==> src/rtl/fetch.sv <==
// Instruction fetch stage: one-cycle-latency imem requests feed a 2-entry
// {inst,pc} FIFO toward decode, with jump predecode and flush redirect.
module fetch (
    input  logic        clk,
    input  logic        rst,
    output logic [26:0] imem_addr,
    output logic        imem_re,
    input  logic [31:0] imem_rdata,
    output logic [31:0] inst,
    output logic [26:0] pc,
    output logic        inst_valid,
    input  logic        n_stall,
    input  logic        dec_nstall,
    input  logic        flush,
    input  logic [26:0] redirect_pc
);

    logic [26:0] fpc_q, fpc_d;
    logic [1:0]  cnt_q, cnt_d;
    logic        infl_q, infl_d;
    logic        kill_q, kill_d;
    logic [26:0] ipc_q, ipc_d;
    logic [31:0] inst0_q, inst0_d, inst1_q, inst1_d;
    logic [26:0] pc0_q, pc0_d, pc1_q, pc1_d;

    logic        accept;
    logic        push;
    logic        issue;
    logic        jump;
    logic [2:0]  room;
    logic [1:0]  cnt_pop;

    assign inst_valid = (cnt_q != 2'd0);
    assign inst       = inst_valid ? inst0_q : 32'h0;
    assign pc         = inst_valid ? pc0_q : 27'h0;
    assign accept     = n_stall & dec_nstall & inst_valid;
    assign push       = infl_q & ~kill_q;

    // Occupancy left after this edge; issuing only below 2 guarantees the
    // response next cycle always finds a free slot.
    assign room      = {1'b0, cnt_q} + {2'b00, push} - {2'b00, accept};
    assign issue     = ~rst & ~flush & (room < 3'd2);
    assign imem_re   = issue;
    assign imem_addr = fpc_q;
    assign jump      = push & (imem_rdata[2:0] == 3'b111);
    assign cnt_pop   = cnt_q - {1'b0, accept};

    always_comb begin
        fpc_d   = fpc_q;
        cnt_d   = cnt_q;
        infl_d  = infl_q;
        kill_d  = kill_q;
        ipc_d   = ipc_q;
        inst0_d = inst0_q;
        inst1_d = inst1_q;
        pc0_d   = pc0_q;
        pc1_d   = pc1_q;
        if (flush) begin
            cnt_d  = 2'd0;
            fpc_d  = {redirect_pc[26:2], 2'b00};
            infl_d = 1'b0;
            kill_d = 1'b1;
        end else begin
            if (accept) begin
                inst0_d = inst1_q;
                pc0_d   = pc1_q;
            end
            if (push) begin
                if (cnt_pop == 2'd0) begin
                    inst0_d = imem_rdata;
                    pc0_d   = ipc_q;
                end else begin
                    inst1_d = imem_rdata;
                    pc1_d   = ipc_q;
                end
            end
            cnt_d  = cnt_pop + {1'b0, push};
            infl_d = issue;
            // The sequential fetch issued alongside a jump push is on the wrong path.
            kill_d = jump & issue;
            if (issue) begin
                ipc_d = fpc_q;
            end
            if (jump) begin
                fpc_d = {imem_rdata[30:6], 2'b00};
            end else if (issue) begin
                fpc_d = fpc_q + 27'd4;
            end
        end
    end

    always_ff @(posedge clk or posedge rst) begin
        if (rst) begin
            fpc_q  <= 27'h0;
            cnt_q  <= 2'd0;
            infl_q <= 1'b0;
            kill_q <= 1'b0;
        end else begin
            fpc_q  <= fpc_d;
            cnt_q  <= cnt_d;
            infl_q <= infl_d;
            kill_q <= kill_d;
        end
    end

    // Payload registers need no reset: they are only observed through cnt_q.
    always_ff @(posedge clk) begin
        ipc_q   <= ipc_d;
        inst0_q <= inst0_d;
        inst1_q <= inst1_d;
        pc0_q   <= pc0_d;
        pc1_q   <= pc1_d;
    end

    always_ff @(posedge clk) begin
        if (!rst) begin
            assert (!(push && !accept && !flush && cnt_q == 2'd2))
                else $error("fetch: push into full FIFO");
        end
    end

endmodule

==> config.mk <==
export PLATFORM = sky130hd
export DESIGN_NAME = fetch
export DESIGN_NICKNAME = d
export VERILOG_FILES = /design/src/rtl/fetch.sv
export SDC_FILE = /design/constraint.sdc
export NUM_CORES = 1
export LEC_CHECK = 0
export BUFFER_PORTS_ARGS = -buffer_cell sky130_fd_sc_hd__buf_2
export CAP_MARGIN = 5
export CORE_ASPECT_RATIO = 1.75
export CORE_MARGIN = 1
export CORE_UTILIZATION = 40
export DETAILED_ROUTE_END_ITERATION = 16
export PLACE_DENSITY = 0.67
export SLEW_MARGIN = 30
export SYNTH_ARGS = -nofsm -noshare
export SYNTH_HDL_FRONTEND = slang
export SYNTH_SLANG_ARGS = --single-unit
==> constraint.sdc <==
create_clock -name clk -period 6.7 [get_ports clk]
set_clock_uncertainty 0.2 [all_clocks]
set_input_delay 0.335 -clock clk [delete_from_list [all_inputs] [get_ports clk]]
set_output_delay 0.335 -clock clk [all_outputs]
set_load 0.1 [all_outputs]
* Word level (Yosys, flattened, before mapping) *
Cells that the tools add are included.
W data, S select, Z words.

storage, ports and cells
  bits in registers = 176
  bits of input ports = 64
  output and inout bits = 88
  logic and storage cells = 46

cells by class
  $add $sub $neg = 5
  magnitude comparators = 1
  equality and inequality tests = 1
  multiplexer cells = 14
  bitwise logic cells = 11
  reduce and logical (&&, ||, !) cells = 5

operator list
  kind                     count
  $mux W27                 7
  $mux W32                 4
  $add A27 B3 Y27 const B  1
  $and A1 B1 Y1            7
  $not A1 Y1               4
  $add A2 B1 Y3            1
  $eq A3 B3 Y1 const B     1
  $lt A3 B2 Y1 const B     1
  $reduce_and A3 Y1        1
  $reduce_bool A3 Y1       1
  $sub A3 B1 Y3            1
  $add A2 B1 Y2            1
  $logic_not A2 Y1         1
  $mux W1                  2
  $mux W2                  1
  $reduce_and A2 Y1        1
  $reduce_bool A2 Y1       1
  $sub A2 B1 Y2            1

* Depth between registers and ports, before layout *
  depth in word-level cells = 9
  mapped depth = 15
  depth with buffers taken out = 12

* Worst setup path after synthesis *
OpenSTA, ideal clock, no wires.

  kind = reg2reg
  start point = register cnt_q[1]
  end point = register inst1_q[0], enable pin
  library setup time = 0.557 ns
  arrival time = 5.825 ns
  path slack = 0.118 ns
  stages on the path, launching flop included = 9
  period minus slack after synthesis = 6.582 ns
  path through = dfrtp_1 > or2_1 > clkbuf_1 > nand3_1 > inv_2 > buf_2 > ha_1 > xnor2_1 > a211oi_1

on the way
  cells in the longest elaborated chain, start to end = 6

RTL lines
  element                                 line  RTL
  start: declaration                      19    logic [1:0] cnt_q, cnt_d;
  start signal: assignment                100   cnt_q <= cnt_d;
  $reduce_bool A2 Y1                      33    assign inst_valid = (cnt_q != 2'd0);
  $and A1 B1 Y1                           36    assign accept = n_stall & dec_nstall & inst_valid;
  $sub A2 B1 Y2 (*)                       46    assign cnt_pop = cnt_q - {1'b0, accept};
  $logic_not A2 Y1 (*)                    69    if (cnt_pop == 2'd0) begin
  $not A1 Y1 (no source line) (*)         n/a
  $reduce_and A3 Y1 (no source line) (*)  n/a
  end signal: assignment                  110   inst1_q <= inst1_d;
  end: declaration                        23    logic [31:0] inst0_q, inst0_d, inst1_q, inst1_d;

Mark *: on every way between the ends. The rest lies on a longest branch, timed or not.
A chain may end at the register's enable or synchronous reset.

* Worst setup path after layout *
  start point = register cnt_q[1]
  end point = output port imem_re

on the way
  cells in the longest elaborated chain, start to end = 5
  elaborated cells on any way between the ends = 6

RTL lines
  element                                                                line  RTL
  parallel branches: the longest is 2 deep, another holds $add A2 B1 Y3  n/a
  $sub A3 B1 Y3 (*)                                                      41    assign room = {1'b0, cnt_q} + {2'b00, push} - {2'b00, accept};
  $lt A3 B2 Y1 (*)                                                       42    assign issue = ~rst & ~flush & (room < 3'd2);
  $and A1 B1 Y1 (*)                                                      42
  end: declaration                                                       7     output logic imem_re,

Every way passes the cells marked *.

==> results.md <==
* Result of the run: finished clean
* Core region area at 0.0197 mm²
* Mean Syn Cell Area at 10.8 µm²
* Number of global-route vias before repair at 5906
* # nets final at 978
* Top achievable clock speed at 0.217 GHz
* CTS tree: yes
* Leftover overflow at the end of global routing at 0
* Buffer and inverter count on the worst path at 4
* Die width at 109 µm
* Yosys reg bits at 170
* Endpoint class of the critical path: output pin
* Area share of the largest cell type after synthesis at 52.7%
* Cells taking the most area after synthesis: sky130_fd_sc_hd__edfxtp_1 (53%), sky130_fd_sc_hd__dfrtp_1 (9.0%), sky130_fd_sc_hd__nand2_1 (6.7%), sky130_fd_sc_hd__a31oi_1 (4.8%), sky130_fd_sc_hd__and2_1 (4.8%)
* DRC violation count after routing at 0
* Count of input and output buffers at 147
* Cell type group with the largest total delay on the critical path: buffers and inverters
* Nature of the critical path startpoint: flop
* Number of violations of the max-capacitance limit at 0
* Peak ir drop on the vdd network at 0.000196 V
* WL/cell at 19.0 µm
* Chain of cells forming the critical path: or2_2, buf_4, nand3_2, buf_4, nor2_1, fa_1, xor2_1, or3_4, clkinv_2, buf_2
* Met1 Routed Length at 8580 µm
* Amount of wire on met2 after detailed routing at 11600 µm
* Least setup slack across all paths after layout at 2080 ps
* Ratio of total power to cell area at 376 mW/mm²
* Synth-to-Final Area Change at 23.4%
* Largest net degree at the start of global routing at 78
* Critical Path Max Stage Delay at 570 ps
* Uppermost routed layer: met4
* Number of enable-type register cells in the synthesized netlist at 141
* Total detailed-routing wirelength at 22100 µm
* Cell with the most instances after synthesis: sky130_fd_sc_hd__nand2_1
* Synthesized netlist cell count at 745
* Via count at 6402
* Pins over their slew limit at 0
* Worst Setup Slack post-DPL at 2260 ps
* Number of buffers on the longest clock path at 2
* Vias per Instance at 5.49
* Clock sink count at 170
* Area leader, netlist: sky130_fd_sc_hd__edfxtp_1
* Layout cells sized above 1 at 22.0%
* Clk Tree Root Cell: sky130_fd_sc_hd__clkbuf_16
* Starting Density at 40.7%
* Share of synthesized registers carrying an async set or reset at 17.1%
* Detailed Place HPWL at 14700 µm
* Min-delay worst type: primary input to flop
* Global-route wire length before repair at 33500 µm
* Metal3 WL at 1040 µm
* Worst setup path class: flop to output pin
* Worst-Margin Slew at 893 ps
* Relative max-transition margin at 40.1%
* Initial DRC count at 513
* Resized cells post-CTS at 0
* Synthesized cell area at 0.00803 mm²
* Overall die area at 0.0207 mm²
* Fin. Hold Viols at 0
* Most common flop cell mapped by yosys: sky130_fd_sc_hd__edfxtp_1
* Leakage at 3.99 nW
* Antenna violation net count after detailed routing at 0
* CP most frequent cell: sky130_fd_sc_hd__buf_4
* Clock slew seen by the registers of the worst setup and hold paths at 60 ps
* I/O pin count at 152
* Unique cell type count in the Yosys netlist at 65
* Sequential fraction of the synthesis area at 61.7%
* Rows at 68
* Detailed Routing Iterations Pass 1 at 7
* Die boundary height at 189 µm
* Clock latency reported for the late side of the worst-skew pair at 420 ps
* Aggregate negative setup slack at 0 ps
* Total number of yosys warnings at 0
* Antenna violations before repair at 0
* Placer's final routability congestion estimate at 0.926
* Data arrival time at the worst-slack endpoint at 4080 ps
* Data required time of the worst path at 6160 ps
* Diodes inserted at 0
* Unrepaired setup endpoints after global routing: no
* H-tree level count at 4
* Maximum fanout count along the critical path at 61
* Crit path time final at 4620 ps
* Total track usage at 21.9%
* Period utilization at 68.9%
* Count of final setup violators at 0
* Number of buffers inserted during clock tree synthesis at 17
* Top post-synthesis cells by count: sky130_fd_sc_hd__nand2_1 (144), sky130_fd_sc_hd__edfxtp_1 (141), sky130_fd_sc_hd__nor2_1 (84)
* CP max stage cell: sky130_fd_sc_hd__buf_4
## registers in the layout, summed over array words and instances, names as in the netlist
| name | count |
|---|---|
| inst0_q | 32 |
| infl_q | 1 |
| pc0_q | 27 |
| pc1_q | 25 |
| ipc_q | 25 |
| inst1_q | 32 |
| cnt_q | 2 |
| kill_q | 1 |
| imem_addr | 25 |
## layer usage
layer  track usage, %  vias to the layer above
li1                 -                     3020
met1             26.2                     3100
met2             37.3                      246
met3             3.37                       36
met4             11.7                        0
met5                0                        -
## through the flow
step	total power, mW	cell area, µm²	util (%)	cells	hold WS [ps]
CTS	3.74	9900	50.1	1165	3.76
floorplan	2.51	8040	-	746	213
global placement	2.77	8970	45.4	1098	0.0515
finish	3.72	9920	50.2	1167	0.104
global route	3.86	9920	50.2	1167	4.93
detailed placement	2.78	8970	45.5	1098	2.12
## worst register-to-register path: stages (launching register included)
cell and delay [ps]:
sky130_fd_sc_hd__dfrtp_1 440, sky130_fd_sc_hd__or2_2 290, sky130_fd_sc_hd__buf_4 290, sky130_fd_sc_hd__nand3_2 180, sky130_fd_sc_hd__buf_4 570, sky130_fd_sc_hd__nor2_1 200, sky130_fd_sc_hd__o21ai_0 260, sky130_fd_sc_hd__fa_1 470
sky130_fd_sc_hd__nand2b_1 110, sky130_fd_sc_hd__or3_4 240, sky130_fd_sc_hd__clkinv_1 740
## timing repair
item / CTS / global route
hold buffers: 36 / 2
buffers inserted: 0 / 0
endpoints found under the hold margin: 64 / 2
## area by class of cell
cell class                      count  area, µm²
Fill cell                        1852       9820
Sequential cell                   170       4960
Multi-Input combinational cell    517       2860
Timing Repair Buffer              195       1190
Clock buffer                       19        433
Tap cell                          245        307
Clock inverter                     12        128
Inverter                            9       35.0
## power by group
part	leakage, nW	internal (mW)	switching [mW]
logic	2.06	0.264	1.07
clock network	0.268	0.545	0.404
registers	1.66	1.32	0.123
total	3.99	2.13	1.59
## cell families after synthesis
| kind of cell | synth area share, % |
|---|---|
| and+or+nand+nor | 21.2 |
| DFF | 61.7 |
| AOI/OAI and AO/OA | 11.6 |
| buffers and inverters | 3.10 |
| xor gates and xnor gates | 1.31 |
| adders and majority gates | 0.716 |
| muxes | 0.249 |
| other | 0.0467 |
## cells in the final DEF (no fill, tap or decap), types with 4 or more instances in the layout
| cell type | Yosys | routed |
|---|---|---|
| sky130_fd_sc_hd__a31oi_1 | 62 | 62 |
| sky130_fd_sc_hd__a21oi_1 | 19 | 19 |
| sky130_fd_sc_hd__a221o_1 | 4 | 4 |
| sky130_fd_sc_hd__clkinv_4 | 0 | 4 |
| sky130_fd_sc_hd__nand3_1 | 15 | 13 |
| sky130_fd_sc_hd__buf_4 | 2 | 9 |
| sky130_fd_sc_hd__o211ai_1 | 8 | 8 |
| sky130_fd_sc_hd__o21ai_0 | 13 | 13 |
| sky130_fd_sc_hd__edfxtp_1 | 141 | 141 |
| sky130_fd_sc_hd__clkbuf_16 | 0 | 17 |
| sky130_fd_sc_hd__nor3_1 | 7 | 7 |
| sky130_fd_sc_hd__dlygate4sd3_1 | 0 | 38 |
| sky130_fd_sc_hd__nand4_1 | 6 | 6 |
| sky130_fd_sc_hd__xnor2_1 | 6 | 6 |
| sky130_fd_sc_hd__dfrtp_1 | 29 | 29 |
| sky130_fd_sc_hd__o221ai_1 | 4 | 4 |
| sky130_fd_sc_hd__nand2_1 | 144 | 144 |
| sky130_fd_sc_hd__nand2b_1 | 6 | 6 |
| sky130_fd_sc_hd__and3_1 | 7 | 7 |
| sky130_fd_sc_hd__nor2_1 | 84 | 84 |
| sky130_fd_sc_hd__buf_2 | 15 | 147 |
| sky130_fd_sc_hd__and2_1 | 62 | 62 |
| sky130_fd_sc_hd__xor2_1 | 6 | 6 |
| sky130_fd_sc_hd__inv_1 | 7 | 5 |
## path summary, 6_finish.rpt
path	start	end	slack, ps	depth (start not counted)
worst max-delay path	cnt_q[1]$_DFF_PP0_	imem_re	2080	10
worst min-delay path	imem_rdata[19]	inst1_q[19]$_DFFE_PP_	0.1	1
worst max register to register	cnt_q[1]$_DFF_PP0_	ipc_q[12]$_DFFE_PP_	2180	10
worst min register to register	ipc_q[2]$_DFFE_PP_	pc1_q[2]$_DFFE_PP_	250	0
max in group asynchronous	rst	imem_addr[6]$_DFFE_PP0P_	5600	4
min in group asynchronous	rst	imem_addr[2]$_DFFE_PP0P_	110	3
Note: power is estimated with default switching activity, not from simulation.
